`src/rtl/ad7794_pkg.sv`:
```
// Shared types and AD7794 command constants for the single-conversion reader.
package ad7794_pkg;

    typedef enum logic [2:0] {
        IDLE,
        WR_CFG,
        WR_MODE,
        WAIT_RDY,
        RD_DATA,
        FINISH
    } state_t;

    // Communications-register bytes: write CONFIG, write MODE, read DATA.
    localparam logic [7:0] COMM_WR_CFG  = 8'h10;
    localparam logic [7:0] COMM_WR_MODE = 8'h08;
    localparam logic [7:0] COMM_RD_DATA = 8'h58;

    // Configuration register with the input buffer enabled; gain and channel OR'ed in.
    localparam logic [15:0] CFG_BASE = 16'h0010;

    function automatic logic [15:0] cfg_word(input logic [2:0] gain, input logic [2:0] channel);
        return CFG_BASE | {5'b0, gain, 8'b0} | {13'b0, channel};
    endfunction

endpackage

```
`src/rtl/ad7794_if.sv`:
```
// Serial pins of the AD7794 on the carrier (U18); master = reader, slave = ADC.
interface ad7794_if;
    logic U18_CS;
    logic U18_SCLK;
    logic U18_DIN;
    logic U18_DOUT_RDY;
    logic U18_CLK;

    modport master (
        output U18_CS,
        output U18_SCLK,
        output U18_DIN,
        output U18_CLK,
        input  U18_DOUT_RDY
    );

    modport slave (
        input  U18_CS,
        input  U18_SCLK,
        input  U18_DIN,
        input  U18_CLK,
        output U18_DOUT_RDY
    );
endinterface

```
`src/rtl/ad7794_shift.sv`:
```
// Bit-timed SPI mode-3 shifter: up to 32 bits MSB-first, each bit low half then high half.
module ad7794_shift #(
    parameter int CLK_DIV = 16
) (
    input  logic        clk,
    input  logic        rst_n,
    input  logic        load,
    input  logic [5:0]  len,
    input  logic [31:0] tx_word,
    input  logic        miso,
    output logic        busy,
    output logic        sclk,
    output logic        mosi,
    output logic [31:0] rx_word
);

    localparam int DW = $clog2(CLK_DIV + 1);
    localparam logic [DW-1:0] DIV_LAST = DW'(CLK_DIV - 1);

    logic [DW-1:0] div_cnt;
    logic [4:0]    bit_cnt;
    logic [31:0]   tx_sr;
    logic          half_end;

    assign half_end = (div_cnt == DIV_LAST);

    // miso is already synchronized; sampling at the end of the high half
    // absorbs the two-clock synchronizer lag after the rising edge.
    always_ff @(posedge clk or negedge rst_n) begin
        if (!rst_n) begin
            busy    <= 1'b0;
            sclk    <= 1'b1;
            mosi    <= 1'b1;
            div_cnt <= '0;
            bit_cnt <= '0;
            tx_sr   <= '0;
            rx_word <= '0;
        end else if (!busy) begin
            if (load) begin
                busy    <= 1'b1;
                sclk    <= 1'b0;
                mosi    <= tx_word[31];
                tx_sr   <= {tx_word[30:0], 1'b0};
                bit_cnt <= 5'(len - 6'd1);
                div_cnt <= '0;
            end
        end else begin
            div_cnt <= half_end ? '0 : div_cnt + DW'(1);
            if (half_end) begin
                if (!sclk) begin
                    sclk <= 1'b1;
                end else begin
                    rx_word <= {rx_word[30:0], miso};
                    if (bit_cnt == 5'd0) begin
                        busy <= 1'b0;
                    end else begin
                        bit_cnt <= bit_cnt - 5'd1;
                        sclk    <= 1'b0;
                        mosi    <= tx_sr[31];
                        tx_sr   <= {tx_sr[30:0], 1'b0};
                    end
                end
            end
        end
    end

endmodule

```
`src/rtl/ad7794_reader.sv`:
```
// Single-conversion AD7794 reader: writes CONFIG and MODE, waits for RDY, reads 24-bit data.
// Handshake: start is taken only when busy=0; busy stays high through the done cycle, done pulses once.
module ad7794_reader
    import ad7794_pkg::*;
#(
    parameter int          CLK_DIV   = 16,
    parameter int          TIMEOUT   = 2**20,
    parameter logic [15:0] MODE_WORD = 16'h200A
) (
    input  logic        clk,
    input  logic        rst_n,
    input  logic        start,
    input  logic [2:0]  channel,
    input  logic [2:0]  gain,
    output logic        busy,
    output logic        done,
    output logic        timeout,
    output logic [23:0] data,
    output state_t      state_dbg,
    ad7794_if.master    u18
);

    localparam int DW = $clog2(CLK_DIV + 1);
    localparam int TW = $clog2(TIMEOUT + 1);
    localparam logic [DW-1:0] DIV_LAST = DW'(CLK_DIV - 1);
    localparam logic [TW-1:0] TO_LAST  = TW'(TIMEOUT - 1);

    state_t        state, state_n;
    logic [1:0]    rdy_sync;
    logic [TW-1:0] wait_cnt;
    logic [DW-1:0] fin_cnt;
    logic          to_flag;
    logic          cs_q;
    logic          start_ok;

    logic          sh_load;
    logic [5:0]    sh_len;
    logic [31:0]   sh_tx;
    logic          sh_busy;
    logic          sh_sclk;
    logic          sh_mosi;
    logic [31:0]   sh_rx;
    logic          unused_rx;

    assign start_ok  = (state == IDLE) && start && !busy;
    assign state_dbg = state;
    assign unused_rx = ^sh_rx[31:24];

    assign u18.U18_CS   = cs_q;
    assign u18.U18_SCLK = sh_sclk;
    assign u18.U18_DIN  = sh_mosi;
    assign u18.U18_CLK  = 1'b0;

    ad7794_shift #(.CLK_DIV(CLK_DIV)) u_shift (
        .clk     (clk),
        .rst_n   (rst_n),
        .load    (sh_load),
        .len     (sh_len),
        .tx_word (sh_tx),
        .miso    (rdy_sync[1]),
        .busy    (sh_busy),
        .sclk    (sh_sclk),
        .mosi    (sh_mosi),
        .rx_word (sh_rx)
    );

    always_ff @(posedge clk or negedge rst_n) begin
        if (!rst_n) state <= IDLE;
        else        state <= state_n;
    end

    // Each word is loaded on the cycle that enters its state, so the shifter is busy from the first cycle there.
    always_comb begin
        state_n = state;
        sh_load = 1'b0;
        sh_len  = 6'd24;
        sh_tx   = '0;
        case (state)
            IDLE: if (start_ok) begin
                state_n = WR_CFG;
                sh_load = 1'b1;
                sh_tx   = {COMM_WR_CFG, cfg_word(gain, channel), 8'h00};
            end
            WR_CFG: if (!sh_busy) begin
                state_n = WR_MODE;
                sh_load = 1'b1;
                sh_tx   = {COMM_WR_MODE, MODE_WORD, 8'h00};
            end
            WR_MODE: if (!sh_busy) state_n = WAIT_RDY;
            WAIT_RDY: begin
                if (!rdy_sync[1]) begin
                    state_n = RD_DATA;
                    sh_load = 1'b1;
                    sh_len  = 6'd32;
                    sh_tx   = {COMM_RD_DATA, 24'hFF_FFFF};
                end else if (wait_cnt == TO_LAST) begin
                    state_n = FINISH;
                end
            end
            RD_DATA: if (!sh_busy) state_n = FINISH;
            FINISH:  if (fin_cnt == DIV_LAST) state_n = IDLE;
            default: state_n = IDLE;
        endcase
    end

    always_ff @(posedge clk or negedge rst_n) begin
        if (!rst_n) begin
            rdy_sync <= 2'b11;
            wait_cnt <= '0;
            fin_cnt  <= '0;
            to_flag  <= 1'b0;
            cs_q     <= 1'b1;
            busy     <= 1'b0;
            done     <= 1'b0;
            timeout  <= 1'b0;
            data     <= '0;
        end else begin
            rdy_sync <= {rdy_sync[0], u18.U18_DOUT_RDY};
            done     <= 1'b0;
            wait_cnt <= (state == WAIT_RDY) ? wait_cnt + TW'(1) : '0;
            fin_cnt  <= (state == FINISH) ? fin_cnt + DW'(1) : '0;
            if (start_ok) begin
                busy    <= 1'b1;
                cs_q    <= 1'b0;
                to_flag <= 1'b0;
            end else if (state == IDLE) begin
                busy <= 1'b0;
            end
            if (state == WAIT_RDY && state_n == FINISH) to_flag <= 1'b1;
            if (state_n == FINISH) cs_q <= 1'b1;
            if (state == FINISH && state_n == IDLE) begin
                done    <= 1'b1;
                timeout <= to_flag;
                if (!to_flag) data <= sh_rx[23:0];
            end
        end
    end

endmodule

```
`src/flat_wrapper.sv`:
```
// flat-port wrapper written by rule: the top's interface ports become plain ports
module ad7794_reader_flat import ad7794_pkg::*;
#(
    parameter int          CLK_DIV   = 16,
    parameter int          TIMEOUT   = 2**20,
    parameter logic [15:0] MODE_WORD = 16'h200A
)
  (clk, rst_n, start, channel, gain, busy, done, timeout, data, state_dbg, u18_U18_CS, u18_U18_SCLK, u18_U18_DIN, u18_U18_CLK, u18_U18_DOUT_RDY);
  ad7794_if u18_i ();
  input  logic clk;
  input  logic rst_n;
  input  logic start;
  input  logic [2:0] channel;
  input  logic [2:0] gain;
  output logic busy;
  output logic done;
  output logic timeout;
  output logic [23:0] data;
  output state_t state_dbg;
  output wire logic [$bits(u18_i.U18_CS)-1:0] u18_U18_CS;
  output wire logic [$bits(u18_i.U18_SCLK)-1:0] u18_U18_SCLK;
  output wire logic [$bits(u18_i.U18_DIN)-1:0] u18_U18_DIN;
  output wire logic [$bits(u18_i.U18_CLK)-1:0] u18_U18_CLK;
  input wire logic [$bits(u18_i.U18_DOUT_RDY)-1:0] u18_U18_DOUT_RDY;
  assign u18_U18_CS = u18_i.U18_CS;
  assign u18_U18_SCLK = u18_i.U18_SCLK;
  assign u18_U18_DIN = u18_i.U18_DIN;
  assign u18_U18_CLK = u18_i.U18_CLK;
  assign u18_i.U18_DOUT_RDY = u18_U18_DOUT_RDY;
  ad7794_reader #(.CLK_DIV(CLK_DIV), .TIMEOUT(TIMEOUT), .MODE_WORD(MODE_WORD)) u_core (.clk(clk), .rst_n(rst_n), .start(start), .channel(channel), .gain(gain), .busy(busy), .done(done), .timeout(timeout), .data(data), .state_dbg(state_dbg), .u18(u18_i));
endmodule
```
`config.mk`:
```
export PLATFORM = sky130hd
export DESIGN_NAME = ad7794_reader_flat
export DESIGN_NICKNAME = d
export VERILOG_FILES = /design/src/rtl/ad7794_pkg.sv /design/src/rtl/ad7794_if.sv /design/src/rtl/ad7794_shift.sv /design/src/rtl/ad7794_reader.sv /design/src/flat_wrapper.sv
export SDC_FILE = /design/constraint.sdc
export NUM_CORES = 1
export LEC_CHECK = 0
export ABC_AREA = 1
export BUFFER_PORTS_ARGS = -buffer_cell sky130_fd_sc_hd__buf_2
export CAP_MARGIN = 10
export CELL_PAD_IN_SITES_DETAIL_PLACEMENT = 0
export CELL_PAD_IN_SITES_GLOBAL_PLACEMENT = 1
export CORE_ASPECT_RATIO = 0.75
export CORE_MARGIN = 8
export CORE_UTILIZATION = 35
export CTS_CLUSTER_DIAMETER = 30
export CTS_CLUSTER_SIZE = 24
export DETAILED_ROUTE_END_ITERATION = 12
export PLACE_DENSITY = 0.66
export SLEW_MARGIN = 20
export SYNTH_ARGS = -nofsm -noshare
export SYNTH_HDL_FRONTEND = slang
export SYNTH_SLANG_ARGS = --single-unit
```
`constraint.sdc`:
```
create_clock -name clk -period 2.86 [get_ports clk]
set_input_delay 0.286 -clock clk [delete_from_list [all_inputs] [get_ports clk]]
set_output_delay 0.286 -clock clk [all_outputs]
set_load 0.05 [all_outputs]
```
# After elaboration in Yosys (flattened, before gate mapping)
# Index checks and enable logic that the tools add are counted.
[totals] regBits=129 input_bits=10 output_inout_bits=34 word_cells=105
[classes] n_addsub=5 n_eq_ne=12 muxes=53 bitwise_logic=2 n_reduce_logical=16
[ops] cell="$mux 32" n=5
[ops] cell="$pmux 32 s3" n=1
[ops] cell="$mux 5" n=11
[ops] cell="$mux 31" n=1
[ops] cell="$mux 29" n=1
[ops] cell="$mux 1" n=24
[ops] cell="$add 21x1->21 const B" n=1
[ops] cell="$eq 21x20->1 const B" n=1
[ops] cell="$mux 21" n=1
[ops] cell="$mux 3" n=7
[ops] cell="$pmux 3 s6" n=1
[ops] cell="$or 11x3->11" n=1
[ops] cell="$add 5x1->5 const B" n=2
[ops] cell="$eq 5x4->1 const B" n=2
[ops] cell="$sub 5x1->5 const B" n=2
[ops] cell="$eq 3x3->1 const B" n=3
[ops] cell="$reduce_bool 2->1" n=4
[ops] cell="$eq 3x2->1 const B" n=2
[ops] cell="$logic_not 3->1" n=2
[ops] cell="$logic_not 5->1" n=1
[ops] cell="$logic_and 1x1->1" n=4
[ops] cell="$ne 2x1->1 const B" n=2
[ops] cell="$reduce_and 2->1" n=2
[ops] cell="$reduce_and 4->1" n=1
[ops] cell="6 further kinds" n=6

# Longest topological paths before layout
[depth] ltp_word=8 depth_mapped=12 ltp_nobuf=11

# Hierarchy
# Synthesis repeated with hierarchy kept, for this count alone.
[hier_totals] hier_cells=764 area_unflattened_um2=6413.7
[by_module_without_submodules] mod="ad7794_shift" instances=1 cells_per_inst=465 area_per_inst_um2=3553.4 seq_area_each_um2=1904.3
[by_module_without_submodules] mod="ad7794_reader" instances=1 cells_per_inst=299 area_per_inst_um2=2860.2 seq_area_each_um2=1505.2

# Worst setup path after synthesis
# Ideal clock, no wire load.
[synth_timing] path_kind="register -> register" from="register u_core.state[2] (netlist: u_core.state_dbg[2])" to="register u_core.data[10]" setup_ns=0.125 arrival_time_ns=1.780 required_time_ns=2.735 slack_ns=0.956 stages_incl_launch_ff=5 n_path_buf=1 period_less_slack_ns=1.904 path_cell_list="dfrtp_1 -> nand4_1 -> nor2_4 -> buf_6 -> mux2_2"
[synth_between] elab_chain_cells=8 word_cells_on_any_way=19 cone_classes="eq/ne: 5; mux: 8; reduce/logical: 6"
[synth_lines] item="start, declared" line="ad7794_reader.sv:28" source="state_t state, state_n;"
[synth_lines] item="start signal, assigned" line="ad7794_reader.sv:69" source="else state <= state_n;"
[synth_lines] item="$logic_not 3->1" line="ad7794_reader.sv:45, ad7794_reader.sv:78"
[synth_lines] item="$logic_and 1x1->1 (2 in series)" line="ad7794_reader.sv:45" source="assign start_ok = (state == IDLE) && start && !busy;"
[synth_lines] item="$mux 3" line="ad7794_reader.sv:79" source="IDLE: if (start_ok) begin"
[synth_lines] item="$pmux 3 s6" line="ad7794_reader.sv:78" source="case (state)"
[synth_lines] item="$logic_not 3->1" line="ad7794_reader.sv:131" source="if (state == FINISH && state_n == IDLE) begin"
[synth_lines] item="$logic_and 1x1->1 (*)" line="ad7794_reader.sv:131"
[synth_lines] item="$reduce_and 2->1 (no source line) (*)"
[synth_lines] item="end signal, assigned" line="ad7794_reader.sv:134" source="if (!to_flag) data <= sh_rx[23:0];"
[synth_lines] item="end, declared" line="ad7794_reader.sv:18" source="output logic [23:0] data,"
# Mark *: on every way between the ends. The rest lies on a longest branch, timed or not.
# A chain may end at the register's enable or synchronous reset.

# Worst setup path after layout
[layout_timing] from="register u_core.fin_cnt[0]" to="register u_core.data[17]"
[layout_between] elab_chain_cells=6
[layout_lines] item="start, declared" line="ad7794_reader.sv:31" source="logic [DW-1:0] fin_cnt;"
[layout_lines] item="start signal, assigned" line="ad7794_reader.sv:121" source="fin_cnt <= (state == FINISH) ? fin_cnt + DW'(1) : '0;"
[layout_lines] item="$eq 5x4->1" line="ad7794_reader.sv:101" source="FINISH: if (fin_cnt == DIV_LAST) state_n = IDLE;"
[layout_lines] item="$mux 3" line="ad7794_reader.sv:101"
[layout_lines] item="$pmux 3 s6" line="ad7794_reader.sv:78"
[layout_lines] item="$logic_not 3->1" line="ad7794_reader.sv:131"
[layout_lines] item="$logic_and 1x1->1" line="ad7794_reader.sv:131"
[layout_lines] item="$reduce_and 2->1 (no source line)"
# No other way between the ends.

==> summary.md <==
| Metric | Value |
|---|---|
| Status | finished clean |
| Power density over cell area | between 600 and 700 nW/um2 |
| Wire per inst | between 10 and 15 um |
| Post-Synth XOR/XNOR Area | 0.00603 |
| Cells traversed along the worst timing path | ha_1, nand2_1, nor2_1, ha_1, nand4_1, nor2_4, buf_4, mux2_2 |
| Period Utilization, post-route | 0.730 |
| Cell Int Power | 3.31 mW |
| Area added between synthesis and finish | 17.9% |
| Maximum clock skew at final layout | a little under 9 ps |
| Total number of clock tree sinks | 128 |
| Pin count of the biggest net entering global routing | 52 |
| Skew-Pair Late Insertion Delay | roughly 420 ps |
| Number of port buffers | 42 |
| Sequential share of the synthesized area | 0.553 |
| Data required time of the worst path | between 3000 and 4000 ps |
| Beginning of the worst hold path | channel[1] |
| Period minus WS final | 2090 ps |
| Via-per-instance ratio | 4.64 |
| Count of antenna-violating nets left after detailed routing | 0 |
| Sw Share | 0.208 |
| Number of filler cells placed in the layout | around 1,600 |
| Synthesized-area fraction occupied by and/or/nand/nor cells | 0.289 |
| Detailed-route via count | roughly 4,400 |
| Destination of the worst register-to-register timing path | u_core.data[17] |
| CTS clk-pin slew, worst paths | around 60 ps |
| Adder and majority gate portion of the synthesized area | 0.0108 |
| Initial Util | 0.360 |
| Total power draw | ~4.2 mW |
| Clock tree from TritonCTS | built |
| Most congested layer reported by global routing | met1 |
| Total detailed-routing wirelength | between 10,000 and 15,000 um |
| Setup slack, reg-to-reg | 770 ps |
| Setup CP Type | reg -> reg |
| Setup repair after global routing missed its margin | no |
| Main combinational cell family by area after synthesis | simple AND/OR/NAND/NOR gates |
| Flip-flop and latch count after synthesis | ~130 |
| Final setup violation count | 0 |
| Max-cap violation count | 0 |
| Tot GR Track Use | 0.129 |
| Site Rows | 40 |
| Critical path's slowest cell | sky130_fd_sc_hd__mux2_2 |
| Area of the mapped netlist | just under 6000 um2 |
| Total area of multi-input combinational cells | 2270 um2 |
| Biggest fanout along the worst timing path | 26 |
| RePlAce Congestion | just under 0.8 |
| Portion of netlist area occupied by mux cells | 0.0446 |
| Nets@finish | 730 |
| Clock buffer depth | 2 |
| Chip width | between 150 and 200 um |
| Global routing met1 resource utilization | 0.185 |
| DP HPWL | about 8000 um |
| Endpoint arrival time on the critical path | roughly 2400 ps |
| Placeable core region | around 16,000 um2 |
| Setup ws final | 772 ps |
| Worst IR drop on VDD | ~0.00037 V |
| Net switching component of the power | between 0.8 and 0.9 mW |
| Level count of the clock H-tree | 4 |
| Die footprint | roughly 21,000 um2 |
| Cells taking the most area after synthesis | sky130_fd_sc_hd__dfrtp_1, sky130_fd_sc_hd__nand2_1, sky130_fd_sc_hd__nand3_1 |
| Number of I/O pins | 44 |
| Worst stage delay on the critical path | 380 ps |
| Initial antenna violation count | 0 |
| Reg-to-Reg Start | u_core.fin_cnt[0] |
| Slew headroom | 0.558 |
| Worst hold endpoint | u_core.u_shift.tx_sr[10] |
| Mapped Avg Cell Area | approximately 8.7 um2 |
| Remaining global-route overflow | 0 |
| Inserted Clock Buffers | 17 |
| Share of layout cells above drive strength 1 | 0.168 |
| Post-Syn Nets | between 600 and 700 |
| Cell with the most instances on the worst path | sky130_fd_sc_hd__ha_1 |
| Synth Area in Compound Gates | 0.0407 |
| Die outline height | roughly 130 um |
| Type of element capturing the critical path | flip-flop |
| Root buf cell | sky130_fd_sc_hd__clkbuf_16 |
| Commonest cells after routing, fill and taps aside | sky130_fd_sc_hd__nand2_1, sky130_fd_sc_hd__dfrtp_1, sky130_fd_sc_hd__nand3_1 |
| Largest area contributor in the synthesized netlist | sky130_fd_sc_hd__dfrtp_1 |
| Total negative setup slack | 0 ps |
| Most common cell after layout, fill and taps aside | sky130_fd_sc_hd__nand2_1 |
| Post-CTS Setup Repair Bufs | 0 |
| GR met3 Demand/Resource | 0.0395 |
| Number of cells on the worst reg-to-reg path | 8 |
| Global routing met2 resource utilization | 0.180 |
| Share of the synthesized area in the top cell type | 0.530 |
| Leak pwr | between 3 and 4 nW |
| Register area | between 3000 and 4000 um2 |
| Part of the power in the clock network | 0.552 |
| Count of endpoints failing hold in the final timing report | 0 |
| Worst min path class | in -> reg |
| Nature of the critical path startpoint | flip-flop |
| Total number of yosys warnings | 0 |
| Sequential Power Share | 0.435 |
| Count of final max-slew check failures | 0 |
| Combinational group share of total power | 0.014 |
| Worst Tran Pin Value | 663 ps |
| Number of detailed-routing iterations run before antenna repair | 5 |
| Number of design-rule violations left by the first detailed-router iteration | 489 |
| Distinct cells, synth | 36 |
| Wire length of the first global-routing pass | roughly 22,000 um |
| Worst slack, placed | approximately 760 ps |
| Depth of the worst hold-timing path | 5 |
| Number of global-route vias before repair | 4,209 |
| Peak Freq | about 480 MHz |
| Diodes inserted | 0 |
| DRC Markers | 0 |
| Number of standard cells after synthesis | about 670 |
## final cells by class
class,instances,area share
Clock buffer,19,0.0647
Timing Repair Buffer,54,0.0468
Tap cell,210,0.0384
Clock inverter,12,0.0269
Sequential cell,128,0.469
Multi-Input combinational cell,473,0.332
Inverter,41,0.0225
## registers in the layout, summed over array words and instances, names as in the netlist, 2 cells and up
signal and flops:
u_core.data 24, u_core.fin_cnt 5, u_core.rdy_sync 2, u_core.state_dbg 3, u_core.u_shift.bit_cnt 5, u_core.u_shift.div_cnt 5, u_core.u_shift.rx_word 24, u_core.u_shift.tx_sr 31
u_core.wait_cnt 21
## cells in the mapped netlist (all sizes together)
master	instances
dfrtp	123
nand3b	6
nor2	45
ha	5
clkinv	1
a21oi	17
o31ai	1
o211a	1
nand2	275
and3	1
clkbuf	7
mux2	23
xor2	3
nand3	53
conb	1
xnor2	1
nor3	6
o21a	2
o21ai	21
a31oi	1
o211ai	1
inv	40
nand4	9
dfstp	5
buf	19
or2	1
## power by group through the flow
stage | clock network [mW] | logic, mW | registers [mW]
final | 2.31 | 0.0583 | 1.82
after global routing | 2.43 | 0.0686 | 1.82
after CTS | 2.36 | 0.0625 | 1.82
after detailed placement | 0 | 0.0603 | 1.85
after global placement | 0 | 0.0584 | 1.85
after floorplan | 0 | 0.00862 | 1.85
## routing by layer
layer / part of all wire / routed length [um]
met5: 0 / 0
met1: 0.53 / 6790
met4: 0.010 / 130
met3: 0.049 / 631
met2: 0.41 / 5220
## per-stage QoR
stage	cells	instance area [um2]	hold WS, ps	util
6_report	937	6850	260	0.425
5_1_grt	937	6850	299	0.425
4_1_cts	937	6850	256	0.425
3_5_place_dp	904	6200	350	0.385
3_3_place_gp	904	6200	347	0.385
2_1_floorplan	668	5810	-9.59	-
## kinds of logic (layout without fill, tap and decap cells)
logic type	Yosys count	count (layout)
and+or+nand+nor	396	396
DFF	128	128
buffers and inverters	67	126
other	1	1
xor gates and xnor gates	4	4
AOI/OAI and AO/OA	44	44
muxes	23	23
adders and majority gates	5	5
## worst max-delay path: cells and delay by family, from the launching register on
family,cells,cell delay (ps)
buf+inv,1,330
mux,1,380
fa+ha+maj,2,390
flops,1,370
simple gates,4,500
## worst max path at each step
stage	cells after the start	slack, ps	startpoint	endpoint
2_1_floorplan	4	960	u_core.state_dbg[2]	u_core.data[10]
3_3_place_gp	8	840	u_core.fin_cnt[0]	u_core.data[17]
3_5_place_dp	8	760	u_core.fin_cnt[0]	u_core.data[4]
4_1_cts	8	750	u_core.fin_cnt[0]	u_core.data[4]
5_1_grt	8	640	u_core.fin_cnt[0]	u_core.data[18]
6_report	8	770	u_core.fin_cnt[0]	u_core.data[17]
## timing repair
action,4_1_cts,5_1_grt
hold buffers,2,0
endpoints found under the hold margin,44,0
resized for setup,0,0
(Power assumes the default switching activity.)
